**src/rtl/cr_ob_frame_tracker_if.sv**
```systemverilog
// AXI-stream beat bundle used on both sides of the outbound frame tracker.
// The master drives the beat and tvalid; the slave drives tready.
interface cr_ob_frame_tracker_if #(
  parameter int DWIDTH  = 64,
  parameter int SWIDTH  = 8,
  parameter int UWIDTH  = 8,
  parameter int IDWIDTH = 1
);
  logic               tvalid;
  logic               tready;
  logic [DWIDTH-1:0]  tdata;
  logic [SWIDTH-1:0]  tstrb;
  logic [UWIDTH-1:0]  tuser;
  logic [IDWIDTH-1:0] tid;
  logic               tlast;

  modport master (output tvalid, tdata, tstrb, tuser, tid, tlast, input tready);
  modport slave  (input tvalid, tdata, tstrb, tuser, tid, tlast, output tready);
endinterface

```
**src/rtl/cr_ob_frame_tracker.sv**
```systemverilog
// Outbound frame tracker: forwards engine beats through a 2-entry skid
// buffer, checks descriptor framing on tuser and tlast placement, and keeps
// debug counters plus sticky error status.
//
// Handshake: a beat moves on a rising edge where tvalid && tready are both
// high. ob.tready is a register (1 when the buffer holds fewer than 2 beats
// after the current update); out.tvalid is high whenever the buffer is not
// empty, and the presented beat holds stable until it is taken.
module cr_ob_frame_tracker #(
  parameter int          DWIDTH     = 64,
  parameter int          SWIDTH     = 8,
  parameter int          UWIDTH     = 8,
  parameter int          IDWIDTH    = 1,
  parameter logic [7:0]  CQE_TYPE   = 8'h09,
  parameter logic [7:0]  STATS_TYPE = 8'h08
) (
  input  logic                    clk,
  input  logic                    rst_n,
  cr_ob_frame_tracker_if.slave    ob,
  cr_ob_frame_tracker_if.master   out,
  input  logic                    clr_stats,
  output logic [31:0]             frame_cnt,
  output logic [31:0]             beat_cnt,
  output logic [15:0]             stats_desc_cnt,
  output logic [3:0]              err_status,
  output logic [15:0]             err_cnt,
  output logic                    dbg_fsm_state
);

  typedef struct packed {
    logic [DWIDTH-1:0]  data;
    logic [SWIDTH-1:0]  strb;
    logic [UWIDTH-1:0]  user;
    logic [IDWIDTH-1:0] id;
    logic               last;
  } beat_t;

  typedef enum logic {S_IDLE = 1'b0, S_IN_DESC = 1'b1} state_t;

  beat_t       mem_q [2];
  beat_t       in_beat, head;
  logic        wr_ptr_q, rd_ptr_q;
  logic [1:0]  count_q, count_d;
  logic        ob_tready_q, ob_tready_d;
  logic        accept, deliver;

  state_t      state_q, state_d;
  logic        is_cqe_q, is_cqe_d, is_stats_q, is_stats_d;
  logic        is_start, is_end, cqe_end, stats_inc;
  logic [3:0]  err_evt;

  logic [31:0] frame_cnt_q, frame_cnt_d, beat_cnt_q, beat_cnt_d;
  logic [15:0] stats_cnt_q, stats_cnt_d, err_cnt_q, err_cnt_d;
  logic [3:0]  err_status_q, err_status_d;
  logic [31:0] frame_base, beat_base;
  logic [15:0] stats_base, err_cnt_base;
  logic [3:0]  err_status_base;

  assign accept  = ob.tvalid && ob_tready_q;
  assign deliver = out.tvalid && out.tready;
  assign in_beat = '{data: ob.tdata, strb: ob.tstrb, user: ob.tuser, id: ob.tid, last: ob.tlast};
  assign head    = mem_q[rd_ptr_q];

  assign ob.tready  = ob_tready_q;
  assign out.tvalid = (count_q != 2'd0);
  assign out.tdata  = head.data;
  assign out.tstrb  = head.strb;
  assign out.tuser  = head.user;
  assign out.tid    = head.id;
  assign out.tlast  = head.last;

  // Buffer occupancy and the registered ready that follows it.
  always_comb begin
    count_d = count_q;
    case ({accept, deliver})
      2'b10:   count_d = count_q + 2'd1;
      2'b01:   count_d = count_q - 2'd1;
      default: count_d = count_q;
    endcase
    ob_tready_d = (count_d != 2'd2);
  end

  // Skid buffer storage and pointers; reset drops any held beats.
  always_ff @(posedge clk) begin
    if (!rst_n) begin
      for (int i = 0; i < 2; i++) mem_q[i] <= '0;
      wr_ptr_q    <= 1'b0;
      rd_ptr_q    <= 1'b0;
      count_q     <= 2'd0;
      ob_tready_q <= 1'b0;
    end else begin
      if (accept) begin
        mem_q[wr_ptr_q] <= in_beat;
        wr_ptr_q        <= ~wr_ptr_q;
      end
      if (deliver) rd_ptr_q <= ~rd_ptr_q;
      count_q     <= count_d;
      ob_tready_q <= ob_tready_d;
    end
  end

  // Framing checker: next state, descriptor type latch and error events.
  always_comb begin
    state_d    = state_q;
    is_cqe_d   = is_cqe_q;
    is_stats_d = is_stats_q;
    err_evt    = 4'b0000;
    cqe_end    = 1'b0;
    stats_inc  = 1'b0;
    is_start   = (ob.tuser == UWIDTH'(1));
    is_end     = (ob.tuser == UWIDTH'(2));
    if (accept) begin
      case (state_q)
        S_IDLE: begin
          if (is_start) begin
            state_d    = S_IN_DESC;
            is_cqe_d   = (ob.tdata[7:0] == CQE_TYPE);
            is_stats_d = (ob.tdata[7:0] == STATS_TYPE);
          end else begin
            err_evt[0] = 1'b1;
          end
        end
        default: begin
          if (is_start) begin
            // Restart: the new start beat opens a fresh descriptor.
            err_evt[1] = 1'b1;
            is_cqe_d   = (ob.tdata[7:0] == CQE_TYPE);
            is_stats_d = (ob.tdata[7:0] == STATS_TYPE);
          end else if (is_end) begin
            state_d   = S_IDLE;
            stats_inc = is_stats_q;
            cqe_end   = is_cqe_q;
          end
        end
      endcase
      if (ob.tlast && !cqe_end) err_evt[2] = 1'b1;
      if (cqe_end && !ob.tlast) err_evt[3] = 1'b1;
    end
  end

  // Counters: a clear zeroes the base, then this cycle's beat is added on top.
  always_comb begin
    frame_base      = clr_stats ? 32'd0 : frame_cnt_q;
    beat_base       = clr_stats ? 32'd0 : beat_cnt_q;
    stats_base      = clr_stats ? 16'd0 : stats_cnt_q;
    err_cnt_base    = clr_stats ? 16'd0 : err_cnt_q;
    err_status_base = clr_stats ? 4'd0  : err_status_q;
    frame_cnt_d     = frame_base + 32'(accept && ob.tlast);
    beat_cnt_d      = beat_base + 32'(accept);
    stats_cnt_d     = stats_base + 16'(stats_inc);
    err_status_d    = err_status_base | err_evt;
    err_cnt_d       = err_cnt_base;
    if ((|err_evt) && (err_cnt_base != 16'hFFFF)) err_cnt_d = err_cnt_base + 16'd1;
  end

  // Checker state and statistics registers.
  always_ff @(posedge clk) begin
    if (!rst_n) begin
      state_q      <= S_IDLE;
      is_cqe_q     <= 1'b0;
      is_stats_q   <= 1'b0;
      frame_cnt_q  <= 32'd0;
      beat_cnt_q   <= 32'd0;
      stats_cnt_q  <= 16'd0;
      err_cnt_q    <= 16'd0;
      err_status_q <= 4'd0;
    end else begin
      state_q      <= state_d;
      is_cqe_q     <= is_cqe_d;
      is_stats_q   <= is_stats_d;
      frame_cnt_q  <= frame_cnt_d;
      beat_cnt_q   <= beat_cnt_d;
      stats_cnt_q  <= stats_cnt_d;
      err_cnt_q    <= err_cnt_d;
      err_status_q <= err_status_d;
    end
  end

  assign frame_cnt      = frame_cnt_q;
  assign beat_cnt       = beat_cnt_q;
  assign stats_desc_cnt = stats_cnt_q;
  assign err_cnt        = err_cnt_q;
  assign err_status     = err_status_q;
  assign dbg_fsm_state  = (state_q == S_IN_DESC);

endmodule

```
**src/flat_wrapper.sv**
```systemverilog
// flat-port wrapper written by rule: the top's interface ports become plain ports
module cr_ob_frame_tracker_flat 
#(
  parameter int          DWIDTH     = 64,
  parameter int          SWIDTH     = 8,
  parameter int          UWIDTH     = 8,
  parameter int          IDWIDTH    = 1,
  parameter logic [7:0]  CQE_TYPE   = 8'h09,
  parameter logic [7:0]  STATS_TYPE = 8'h08
)
  (clk, rst_n, clr_stats, frame_cnt, beat_cnt, stats_desc_cnt, err_status, err_cnt, dbg_fsm_state, ob_tvalid, ob_tdata, ob_tstrb, ob_tuser, ob_tid, ob_tlast, ob_tready, out_tvalid, out_tdata, out_tstrb, out_tuser, out_tid, out_tlast, out_tready);
  cr_ob_frame_tracker_if #(.DWIDTH(DWIDTH), .SWIDTH(SWIDTH), .UWIDTH(UWIDTH), .IDWIDTH(IDWIDTH)) ob_i ();
  cr_ob_frame_tracker_if #(.DWIDTH(DWIDTH), .SWIDTH(SWIDTH), .UWIDTH(UWIDTH), .IDWIDTH(IDWIDTH)) out_i ();
  input  logic clk;
  input  logic rst_n;
  input  logic clr_stats;
  output logic [31:0] frame_cnt;
  output logic [31:0] beat_cnt;
  output logic [15:0] stats_desc_cnt;
  output logic [3:0] err_status;
  output logic [15:0] err_cnt;
  output logic dbg_fsm_state;
  input wire logic [$bits(ob_i.tvalid)-1:0] ob_tvalid;
  input wire logic [$bits(ob_i.tdata)-1:0] ob_tdata;
  input wire logic [$bits(ob_i.tstrb)-1:0] ob_tstrb;
  input wire logic [$bits(ob_i.tuser)-1:0] ob_tuser;
  input wire logic [$bits(ob_i.tid)-1:0] ob_tid;
  input wire logic [$bits(ob_i.tlast)-1:0] ob_tlast;
  output wire logic [$bits(ob_i.tready)-1:0] ob_tready;
  output wire logic [$bits(out_i.tvalid)-1:0] out_tvalid;
  output wire logic [$bits(out_i.tdata)-1:0] out_tdata;
  output wire logic [$bits(out_i.tstrb)-1:0] out_tstrb;
  output wire logic [$bits(out_i.tuser)-1:0] out_tuser;
  output wire logic [$bits(out_i.tid)-1:0] out_tid;
  output wire logic [$bits(out_i.tlast)-1:0] out_tlast;
  input wire logic [$bits(out_i.tready)-1:0] out_tready;
  assign ob_i.tvalid = ob_tvalid;
  assign ob_i.tdata = ob_tdata;
  assign ob_i.tstrb = ob_tstrb;
  assign ob_i.tuser = ob_tuser;
  assign ob_i.tid = ob_tid;
  assign ob_i.tlast = ob_tlast;
  assign ob_tready = ob_i.tready;
  assign out_tvalid = out_i.tvalid;
  assign out_tdata = out_i.tdata;
  assign out_tstrb = out_i.tstrb;
  assign out_tuser = out_i.tuser;
  assign out_tid = out_i.tid;
  assign out_tlast = out_i.tlast;
  assign out_i.tready = out_tready;
  cr_ob_frame_tracker #(.DWIDTH(DWIDTH), .SWIDTH(SWIDTH), .UWIDTH(UWIDTH), .IDWIDTH(IDWIDTH), .CQE_TYPE(CQE_TYPE), .STATS_TYPE(STATS_TYPE)) u_core (.clk(clk), .rst_n(rst_n), .ob(ob_i), .out(out_i), .clr_stats(clr_stats), .frame_cnt(frame_cnt), .beat_cnt(beat_cnt), .stats_desc_cnt(stats_desc_cnt), .err_status(err_status), .err_cnt(err_cnt), .dbg_fsm_state(dbg_fsm_state));
endmodule
```
**config.mk**
```make
export PLATFORM = sky130hd
export DESIGN_NAME = cr_ob_frame_tracker_flat
export DESIGN_NICKNAME = d
export VERILOG_FILES = /design/src/rtl/cr_ob_frame_tracker_if.sv /design/src/rtl/cr_ob_frame_tracker.sv /design/src/flat_wrapper.sv
export SDC_FILE = /design/constraint.sdc
export NUM_CORES = 1
export LEC_CHECK = 0
export CORE_MARGIN = 3
export CORE_UTILIZATION = 50
export CTS_CLUSTER_DIAMETER = 80
export DETAILED_ROUTE_END_ITERATION = 10
export PLACE_DENSITY = 0.78
export SLEW_MARGIN = 20
export SYNTH_ARGS = -nofsm -noshare
export SYNTH_HDL_FRONTEND = slang
export SYNTH_SLANG_ARGS = --single-unit
```
**constraint.sdc**
```tcl
create_clock -name clk -period 11.1 [get_ports clk]
set_input_delay 2.22 -clock clk [delete_from_list [all_inputs] [get_ports clk]]
set_output_delay 2.22 -clock clk [all_outputs]
set_load 0.1 [all_outputs]
```
==> summary by stage, run 1 <==
Global routing
The initial antenna violation count is 0. In the global route stage, met1 resource usage came out at 0.2891. For this run, global-route usage on met3 was measured as 0.06746.

The via count of the first global-routing pass is 8,640. After global routing the overflow that remains totals 0. In the global route stage, overall resource usage came out at 0.2205. For met2 alone, demand over resource in global routing was 0.3617.

The pin count of the biggest net entering global routing is 81. The global routing stage identified its most utilized layer as met2. The first global-routing pass estimated 47,180 µm of wire.

Synth
The mean instance size in the synthesized netlist is 11.49 µm². For this run, the number of Yosys warnings is 0. The proportion of synthesized chip area in sequential cells is 0.5741. The cell count after synthesis is 1,077. The number of enable-type register cells in the synthesized netlist is 164. The mapped netlist covers 12,380 µm².

Counting every net in the synthesized netlist gives 1,172. For this run, asynchronously set or reset flops after synthesis account for 0. The number of unique standard cell types used by synthesis is 57.

In the synthesized netlist the dominant register cell turns out to be edfxtp_1. The number of synthesized register bits is 273.

STA
The maximum operating frequency is 180.7 MHz. The hold violation count in the final report was 0. Setup repair after global routing left no endpoint under its margin.

The time the worst path needs with I/O delays and setup is 5.535 ns. For the pin with the worst max-slew slack, the measured transition is 1.077 ns. Setup slack closes at 5.565 ns. In the finished design, the share of the clock period the worst path needs comes to 0.4986.

The worst pin sits at a relative slew slack of 0.2820. The number of pins with negative max-slew slack in the final report was 0. The number of setup violations in the final report is 0.

The final-layout setup total negative slack is 0 ns. Between clock sinks in the finished design, the worst skew comes to 0.008129 ns.

Floorplan
After floorplanning, the core was sized to cover 23,890 µm². The starting density of the core is 0.5181. The floorplan step set the die height to 163.3 µm. The die outline area is 26,680 µm².

The chip width is 163.3 µm. Pin placement for this block handled 272 I/O pins. The floorplan has 56 rows.

Finish
The top cell types in the final layout, fill and taps aside, are 271 x clkdlybuf4s50_1, 174 x and2_1, 164 x edfxtp_1. Compared with the post-synthesis result, the final layout area differs by 30.92%. Of the cells placed in the final design, the portion with a size suffix greater than 1 is 0.1119. After routing the design area is 16,210 µm². In the final design database the tool counted 1,427 nets.

The number of antenna cells inserted is 0. The fill cell total of the finished layout is 1,784. Leaving out fill and tap cells, the most frequent cell in the layout is clkdlybuf4s50_1.

Routing
After detailed routing, the average wire length per cell comes to 18.24 µm. The overall via count from detail_route is 8,991. The number of remaining DRC errors is 0. The iteration count of the initial detailed-routing pass is 5. The number of DRC markers in iteration 0 is 533. Wires add up to 30,450 µm. The final antenna-violating net count is 0.

The routed via count divided by cell count is 5.387.

Worst setup path
In this design, the stage delay of the slowest critical-path cell is 1.20 ns. The critical path startpoint category is a flip-flop. For the worst setup path, the data required time is 8.88 ns. The family with the most delay on the worst path is buffers and inverters. The maximum net fanout on the critical path is 77. The type of the worst setup path is reg -> out. Walking the worst path, the cells encountered are buf_4 > mux2_2 > clkdlybuf4s50_1. STA puts the critical path data arrival time at 3.31 ns. The worst setup path is captured at a primary output. The buffer and inverter count on the worst path is 2.

The source of the worst register-to-register timing path is u_core.ob.tready. The slowest stage of the critical path belongs to the cell clkdlybuf4s50_1.

Power and ir drop
The reported leakage power is 5.746 nW. The maximum resistive drop on vdd is 110.2 µV. Summing internal, switching and leakage power gives 2.799 mW. For this design the ratio of total power to cell area is 172.7 nW/µm².

Place
Routability-driven placement finished with a final weighted congestion of 0.8718. The HPWL reported at the end of detailed placement is 19,930 µm. The pre-CTS setup slack is 5.392 ns. During placement, the flow inserted port buffers numbering 271. Summing all placed instances gives a cell area of 15,370 µm².

CTS
Clock tree synthesis selected as its root buffer the cell clkbuf_16. Counting the buffers created by CTS gives 28. For this design, the sink count on the clock tree is 273. The number of buffers added for setup after CTS is 0. The clock transition time at the flip-flop clock pins of the worst setup and hold paths is 0.06 ns.

Buffers inserted to repair hold after CTS numbered 0. The clock latency on the worst-skew pair is 0.53 ns. The CTS tree is done.

The H-tree depth is 1. The maximum number of buffers from clock root to sink is 3. The number of resized instances in the post-cts repair step is 0.

Run status
The flow ran to the end, and the final reports show no timing, DRC or antenna violations.

Run
The max-cap violation count is 0.

Min path
In this run the most critical hold path is launched from u_core.is_stats_q. In this run the worst hold path is classified as reg -> reg.
## final timing paths
| path | to | slack [ns] | cells past startpoint |
|---|---|---|---|
| worst min-delay path | u_core.is_stats_q | 0.48 | 2 |
| worst max register to register | u_core.stats_desc_cnt[9] | 7.93 | 9 |
| worst max-delay path | out_tlast | 5.57 | 3 |
| worst min register to register | u_core.is_stats_q | 0.48 | 2 |
## per-layer routing
metal	share of wire	vias to the layer above
met5	0	-
met4	0.020	0
met3	0.093	49
met2	0.48	300
met1	0.41	4318
li1	-	4324
## worst reg2reg max path, cell delays in order, from the launching register on
cell and delay [ns]:
dfxtp_1 0.34, and2_1 0.35, nand3_1 0.16, nor4b_1 0.52, ha_1 0.31, nand2_1 0.12
nor4_1 0.74, nand3_1 0.18, xnor2_1 0.17, and2_1 0.16
## area by class of cell
| type | count | area [µm²] | share of cell area |
|---|---|---|---|
| Sequential cell | 273 | 7111 | 0.4388 |
| Clock buffer | 36 | 752.0 | 0.04640 |
| Multi-Input combinational cell | 730 | 5006 | 0.3089 |
| Inverter | 17 | 63.81 | 0.003938 |
| Clock inverter | 12 | 78.83 | 0.004864 |
| Tap cell | 319 | 399.1 | 0.02463 |
| Timing Repair Buffer | 282 | 2795 | 0.1725 |
## cell families (layout without fill, tap and decap cells)
kind of cell / after synthesis / after routing / synth area share
buf+inv: 74 / 347 / 0.02446
compound gates: 65 / 65 / 0.03356
flops: 273 / 273 / 0.5741
simple gates: 499 / 499 / 0.2300
mux: 93 / 93 / 0.08380
xor+xnor: 65 / 65 / 0.04599
fa+ha+maj: 8 / 8 / 0.008087
## cells in the mapped netlist, types with 2 or more instances
cell | count | area, µm²
a21o_1 | 4 | 30.03
a21oi_1 | 22 | 110.1
a31oi_1 | 3 | 18.77
a32oi_1 | 2 | 17.52
and2_1 | 174 | 1089
and3_1 | 14 | 87.58
and3b_1 | 3 | 26.28
and4_1 | 5 | 43.79
and4b_1 | 4 | 40.04
buf_1 | 6 | 22.52
buf_2 | 4 | 20.02
buf_6 | 2 | 22.52
clkbuf_1 | 43 | 161.4
dfxtp_1 | 109 | 2182
edfxtp_1 | 164 | 4925
ha_1 | 8 | 100.1
inv_1 | 16 | 60.06
mux2_2 | 85 | 957.2
mux2i_1 | 8 | 80.08
nand2_1 | 44 | 165.2
nand2b_1 | 5 | 31.28
nand3_1 | 44 | 220.2
nand4_1 | 27 | 168.9
nand4b_1 | 4 | 35.03
nor2_1 | 89 | 334.1
nor2b_1 | 19 | 118.9
nor3_1 | 13 | 65.06
nor3b_1 | 2 | 15.01
nor4_1 | 20 | 125.1
nor4_2 | 3 | 37.54
o21a_1 | 3 | 22.52
o21ai_0 | 13 | 65.06
o31ai_1 | 9 | 67.56
or2_2 | 3 | 18.77
or3_1 | 11 | 68.82
or4_1 | 8 | 60.06
xnor2_1 | 42 | 367.9
xor2_1 | 23 | 201.4
## power breakdown
group	internal, mW	leakage [nW]	switching (mW)
combinational	0.206	2.74	0.581
sequential	1.13	2.60	0.0160
clock	0.495	0.407	0.370
## metrics by stage
step             util  cells  hold WS (ns)
6_report       0.6783   1669        0.4788
3_3_place_gp   0.6435   1621        0.4372
3_5_place_dp   0.6435   1621        0.4629
4_1_cts        0.6783   1669        0.4723
5_1_grt        0.6783   1669        0.4999
2_1_floorplan       -   1077        0.4271
## sequential cells by signal, indices dropped and copies added (netlist names), 2 cells and up, named ones only
signal                 count
u_core.count_q             2
u_core.err_cnt            16
u_core.beat_cnt           32
u_core.frame_cnt          32
u_core.mem_q             164
u_core.stats_desc_cnt     16
u_core.err_status          4
Power figures use the tool's default switching activity.
==> run 2: changes to the inputs <==
clock period = 5.7 ns   (was 11.1 ns; I/O delays follow)
==> run 2 against run 1 <==
Against the previous run: total power grew 100%; global-route usage grew 1.2 points; core utilization grew 0.83 points; sequential power grew 97%; via count grew 1.3%; die area is the same; clock skew shrank 0.0041 ns; first-iteration DRC count grew 3.9%; wire length grew 3.1%; final cell count grew 0.54%; design area grew 1.2%; largest cell class unchanged; largest power group unchanged.
==> summary by stage, run 2 (synthesis results as in run 1) <==
STA
Setup repair after global routing left no endpoint under its margin. The maximum operating frequency is 235.5 MHz. The final cycle utilization of the critical path is 0.7450. The setup skew after layout came to 0.004026 ns (-0.004103 ns). For the finished layout, the period the worst path requires is 4.246 ns. The worst-case headroom to the max-slew limit was 0.2746 (-0.007430). The final-layout setup total negative slack is 0 ns (unchanged). The hold violation count in the final report is 0 (unchanged). The measured slew at the worst slew-check pin came to 1.085 ns (+0.007747 ns). The number of pins with negative max-slew slack in the final report was 0 (unchanged). The final worst setup slack was 1.454 ns (-4.112 ns). The number of setup violations in the final report is 0 (unchanged).

Worst setup path
The worst setup path is launched from a flip-flop. The maximum net fanout on the critical path was 39 (-49%). The buffer and inverter count on the worst path came to 2 (unchanged). The slowest cell on the critical path is clkdlybuf4s50_1. The type of the worst setup path is reg -> out. The source of the worst register-to-register timing path is u_core.ob.tready. The data arrival time of the critical path is 3.11 ns (-0.20 ns). On the critical path the largest part of the delay comes from buffers and inverters. The worst setup path is captured at a primary output. The signal on the critical path passes through buf_4 > mux2_2 > clkdlybuf4s50_1. The maximum cell stage delay along the critical path is 1.18 ns (-0.02 ns).

The required time reported for the critical path endpoint is 4.56 ns (-4.32 ns).

CTS
The maximum number of buffers from clock root to sink is 3 (unchanged). The clock latency on the worst-skew pair is 0.53 ns (about the same). The H-tree depth was 1 (unchanged). The CTS tree is done.

The number of resized instances in the post-cts repair step is 0 (unchanged). The number of clock sinks is 273 (unchanged). The total of hold buffers inserted after clock tree synthesis is 0 (unchanged).

The number of buffers added for setup after CTS is 0 (unchanged). The tree is rooted in a clkbuf_16. The number of buffers added by the clock tree synthesis step is 29 (+3.6%). The clock transition time at the flip-flop clock pins of the worst setup and hold paths came to 0.06 ns (about the same).

Power and ir drop
The total net switching power is 1.921 mW (+99%). The total internal power came to 3.801 mW (+110%). The maximum resistive drop on vdd came to 235.4 µV (+110%). The reported leakage power is 5.828 nW (+1.4%).

The net switching share of the total power is 0.3357 (-0.009694). The total power divided by cell area is 348.9 nW/µm² (+100%). The fraction of power consumed by combinational cells is 0.265 (-0.016).

The clock power share is 0.341 (+0.032). The proportion of power drawn by flip-flops and latches was 0.394 (-0.016).

Finish
In the layout the commonest cells are 271 x clkdlybuf4s50_1, 174 x and2_1, 164 x edfxtp_1. The register with the most flip-flops in the final layout is u_core.mem_q. The fraction of final layout cells with drive strength greater than 1 is 0.1214 (+0.009561).

The number of antenna cells inserted was 0 (unchanged). The number of standard cells in the layout, taps in and fillers out is 1,678 (+0.54%). The flip-flop count of the largest register after layout is 164 (unchanged). The library cell used most frequently in the layout, excluding fill and tap cells, is clkdlybuf4s50_1. The final layout net count was 1,432 (+0.35%). The area growth from synthesis to final layout is 32.52%.

The share of the core filled with cells in the final layout was 0.6865 (+0.008274). The fill cell total of the finished layout is 1,786 (+0.11%).

Routing
The number of DRC markers in iteration 0 is 554 (+3.9%). The final routed wire length divided by cell count is 18.72 µm (+2.6%). The iteration count of the initial detailed-routing pass is 5 (unchanged).

The detailed route wirelength on metal2 is 15,030 µm (+3.2%). The overall via count from detail_route is 9,109 (+1.3%). The final wirelength came to 31,410 µm (+3.1%). The number of remaining DRC errors was 0 (unchanged).

The final antenna-violating net count is 0 (unchanged). The top layer reached by signal wires is met5. The wire length on met1 was 12,910 µm (+3.9%).

The wire length on met3 is 3021 µm (+6.4%). The routed via count divided by cell count is 5.428 (+0.77%).

Floorplan
The total number of placement rows is 56 (unchanged). The die outline area is 26,680 µm² (unchanged). The starting density of the core came to 0.5181 (unchanged).

The chip width was 163.3 µm (unchanged). The I/O pin total came to 272 (unchanged). The core outline area is 23,890 µm² (unchanged).

The die height is 163.3 µm (unchanged).

Place
The number of I/O port buffers is 271 (unchanged). The pre-CTS setup slack is 1.024 ns (-4.368 ns). The HPWL reported at the end of detailed placement is 21,070 µm (+5.7%). The number of placed instances with taps included was 1,625 (+0.25%).

The final weighted congestion of routability-driven global placement was 0.8512 (-2.4%).

Run status
The run finished with clean final reports.

Global routing
The global-route usage over all layers was 0.2322 (+0.01169). The initial antenna violation count is 1 (+1). The pin count of the biggest net entering global routing is 81 (unchanged). The global-route wire length before repair came to 49,840 µm (+5.6%). The aggregate global routing overflow is 0 (unchanged).

The via count of the first global-routing pass was 9,187 (+6.3%).

Min path
The startpoint identified for the worst hold timing path is u_core.is_stats_q. The tightest min-delay check is of the reg -> reg type.

Run
The max-cap violation count is 0 (unchanged).
==> run 2: area by class of cell <==
type / count / area, µm² / area share
Clock buffer: 31 / 733.2 / 0.04470
Sequential cell: 273 / 7111 / 0.4335
Tap cell: 319 / 399.1 / 0.02433
Timing Repair Buffer: 286 / 2825 / 0.1722
Multi-Input combinational cell: 730 / 5006 / 0.3052
Clock inverter: 22 / 265.3 / 0.01617
Inverter: 17 / 63.81 / 0.003890
==> run 2: metal layers <==
metal,vias up,GRT usage
li1,4343,-
met1,4413,0.3019
met2,313,0.3911
met3,38,0.06797
met4,2,0.04421
met5,-,0
==> run 2: path summary, 6_finish.rpt <==
check,end,slack [ns],cells after the start
worst max-delay path,out_tdata[50],1.45,3
worst max register to register,u_core.stats_desc_cnt[9],2.59,9
worst min-delay path,u_core.is_stats_q,0.48,2
worst min register to register,u_core.is_stats_q,0.48,2
==> run 2: metrics by stage <==
stage	power (mW)	instance area [µm²]	hold WS (ns)
finish	5.723	16400	0.4760
global route	5.901	16400	0.4918
CTS	5.768	16400	0.4735
detailed placement	3.817	15400	0.4587
global placement	3.802	15400	0.4496
floorplan	3.454	12390	0.4271
==> run 2: worst min-delay path, delay by kind of cell (launching register included) <==
family           cells  cell delay, ns
AO/OA/AOI/OAI        1            0.05
AND/OR/NAND/NOR      1            0.06
flip-flops           1            0.32
==> run 2: power by group through the flow <==
stage	registers, mW	clock network [mW]	logic, mW
floorplan	2.30	0	1.16
global placement	2.29	0	1.51
finish	2.26	1.95	1.52
global route	2.27	2.07	1.57
detailed placement	2.30	0	1.52
CTS	2.26	1.99	1.52
==> run 3: changes to the inputs <==
CORE_UTILIZATION = 46   (was 50)
PLACE_DENSITY = 0.76   (was 0.78)
clock period = 3.9 ns   (was 5.7 ns; I/O delays follow)
==> run 3 against run 2 <==
Against the previous run: register-to-register slack got worse by 1.4 ns; global-route usage fell by 2.3 points; count of clock-buffer cells in the layout rose by 1; largest cell class unchanged; critical path type unchanged; first-iteration DRC count fell by 5.1%; non-clock buffer count rose by 5; highest routed layer unchanged; clock skew rose by 0.010 ns; combinational power rose by 43%; design area fell by 0.23%; via count did not move; core utilization fell by 6.4 points.
==> summary by stage, run 3 (synthesis results as in run 1) <==
Run status
The flow ran to the end, and the final reports show no timing, DRC or antenna violations.

Global routing
The global-route wire length before repair came to 49,180 µm (-1.3%). The via count of the first global-routing pass is 8,931 (-2.8%). The aggregate global routing overflow is 0 (unchanged). The pin count of the biggest net entering global routing is 83 (+2.5%).

The global-route usage over all layers is 0.2090 (-0.02324). The initial antenna violation count came to 1 (unchanged).

Floorplan
The die outline area is 28,910 µm² (+8.4%). The chip width is 170.0 µm (+4.1%). The core outline area was 26,280 µm² (+10%). The die height is 170.0 µm (+4.1%).

The starting density of the core is 0.4710 (-0.04706). The total number of placement rows is 59 (+5.4%). The I/O pin total is 272 (unchanged).

Worst setup path
The maximum net fanout on the critical path came to 47 (+21%). The critical path is of the reg -> out type. The required time reported for the critical path endpoint is 3.12 ns (-1.44 ns). The source of the worst register-to-register timing path is u_core.ob.tready.

The slowest cell on the critical path is dfxtp_4. The maximum cell stage delay along the critical path came to 0.80 ns (-0.38 ns). Traced cell by cell, the critical path runs through buf_12 > mux2_2 > buf_4.

The path depth of the worst reg2reg path came to 10 (+1). The type of element capturing the critical path is a primary output. The data arrival time of the critical path is 2.35 ns (-0.76 ns).

The register-to-register setup slack was 1.21 ns (-1.38 ns). The endpoint of the lowest-slack register-to-register path is u_core.frame_cnt[30]. The critical path startpoint category is a flip-flop.

CTS
The H-tree depth was 1 (unchanged). The root buffer cell chosen for the clock tree is clkbuf_16. The clock transition time at the flip-flop clock pins of the worst setup and hold paths came to 0.06 ns (about the same). The number of buffers added for setup after CTS came to 0 (unchanged).

The maximum number of buffers from clock root to sink came to 3 (unchanged). The number of clock sinks is 273 (unchanged). The clock latency on the worst-skew pair came to 0.55 ns (+0.02 ns). The total of hold buffers inserted after clock tree synthesis is 0 (unchanged). The number of buffers added by the clock tree synthesis step came to 30 (+3.4%). The number of resized instances in the post-cts repair step was 0 (unchanged).

TritonCTS built the clock tree.

STA
The hold violation count in the final report came to 0 (unchanged). The time the worst path needs with I/O delays and setup is 3.131 ns. The maximum operating frequency is 319.4 MHz.

The measured slew at the worst slew-check pin is 1.078 ns (-0.006973 ns). Setup repair after global routing left no endpoint under its margin. The number of pins with negative max-slew slack in the final report came to 0 (unchanged). Of the available clock period, the critical path in the final layout requires 0.8028. The number of setup violations in the final report is 0 (unchanged). The final-layout setup total negative slack is 0 ns (unchanged). The setup skew after layout is 0.01432 ns (+0.01030 ns). The hold slack is 0.4595 ns (-0.01644 ns). The worst-case headroom to the max-slew limit came to 0.2792 (+0.004663).

Power and ir drop
The total power divided by cell area is 516.7 nW/µm² (+48%). The overall power is 8.456 mW (+48%). The reported leakage power came to 6.027 nW (+3.4%). The maximum resistive drop on vdd came to 268.7 µV (+14%).

Min path
The worst hold endpoint is u_core.is_stats_q. The path class of the tightest hold or removal check is reg -> reg. The startpoint of the worst hold path is u_core.is_stats_q. The worst hold path cell count came to 2 (unchanged).

Routing
The final antenna-violating net count was 0 (unchanged). The routed via count divided by cell count came to 5.352 (-1.4%). The iteration count of the initial detailed-routing pass is 4 (-1). The final wirelength came to 31,400 µm (about the same). The number of DRC markers in iteration 0 is 526 (-5.1%). The final routed wire length divided by cell count is 18.45 µm (-1.4%).

The number of remaining DRC errors is 0 (unchanged). The overall via count from detail_route was 9,109 (unchanged).

Place
The final weighted congestion of routability-driven global placement was 0.8153 (-4.2%). The HPWL reported at the end of detailed placement is 20,510 µm (-2.6%). The number of placed instances with taps included is 1,646 (+1.3%). The number of I/O port buffers was 271 (unchanged).

Finish
The number of antenna cells inserted is 0 (unchanged). The fill cell total of the finished layout was 2,104 (+18%). The final layout net count came to 1,438 (+0.42%). The number of standard cells in the layout, taps in and fillers out was 1,702 (+1.4%). In the layout the commonest cells are 188 x clkdlybuf4s50_1, 174 x and2_1, 164 x edfxtp_1.

The most common library cell in the layout ignoring fill and taps is clkdlybuf4s50_1. The area taken by flip-flops and latches was 7111 µm² (unchanged). The fraction of final layout cells with drive strength greater than 1 is 0.1873 (+0.06586). The footprint of the multi-input gates is 5006 µm² (unchanged). Relative to the synthesized area, the layout overhead comes to 32.21%. Ranked by flip-flop count, first place goes to u_core.mem_q.

The share of the core filled with cells in the final layout came to 0.6227 (-0.06379). The flip-flop count of the largest register after layout came to 164 (unchanged).

Run
The max-cap violation count is 0 (unchanged).
==> run 3: cell count changes in the layout (fill, tap and decap cells not counted), sizes merged <==
cell,delta
clkinv,+5
buf,+88
clkbuf,+1
clkdlybuf4s50,-83
clkinvlp,-3
==> run 3: worst max-delay path by stage <==
stage | start | endpoint | slack (ns) | cells after the start
after floorplan | u_core.ob.tready | u_core.stats_desc_cnt[9] | 0.58 | 10
after global placement | ob_tvalid | u_core.frame_cnt[30] | 0.36 | 11
after detailed placement | ob_tuser[7] | u_core.stats_desc_cnt[9] | 0.27 | 12
after CTS | flip-flop | out_tuser[7] | 0.76 | 3
after global routing | ob_tvalid | u_core.frame_cnt[30] | 0.62 | 11
final | flip-flop | out_tuser[7] | 0.77 | 3
==> run 3: worst max-delay path: cells and delay by family, from the launching register on <==
kind / cells / cell delay, ns
DFF: 1 / 0.80
buffers and inverters: 2 / 0.56
muxes: 1 / 0.38
==> run 3: power breakdown <==
group          leakage, nW  internal, mW  switching (mW)
Sequential            2.60          3.22          0.0879
Combinational         2.92         0.546            1.63
Clock                0.509          1.83            1.15
==> run 3: layout make-up <==
type | instances | area share
multi-input combinational | 730 | 0.3059
clock inverter | 24 | 0.01644
clock buffer | 32 | 0.04763
sequential | 273 | 0.4345
tap | 335 | 0.02561
inverter | 17 | 0.003899
timing repair buffer | 291 | 0.1661
==> run 3: metal layers <==
metal | wire length (µm) | GRT usage | vias up
li1 | - | - | 4353
met4 | 703 | 0.05326 | 2
met3 | 2612 | 0.05761 | 51
met2 | 14400 | 0.3391 | 292
met1 | 13670 | 0.2790 | 4411
met5 | 13 | 0 | -
==> run 3: metrics by stage <==
step	setup WS (ns)	cell area, µm²
2_1_floorplan	0.5782	12400
5_1_grt	0.6170	16370
3_3_place_gp	0.3611	15320
6_report	0.7690	16370
3_5_place_dp	0.2743	15320
4_1_cts	0.7585	16370
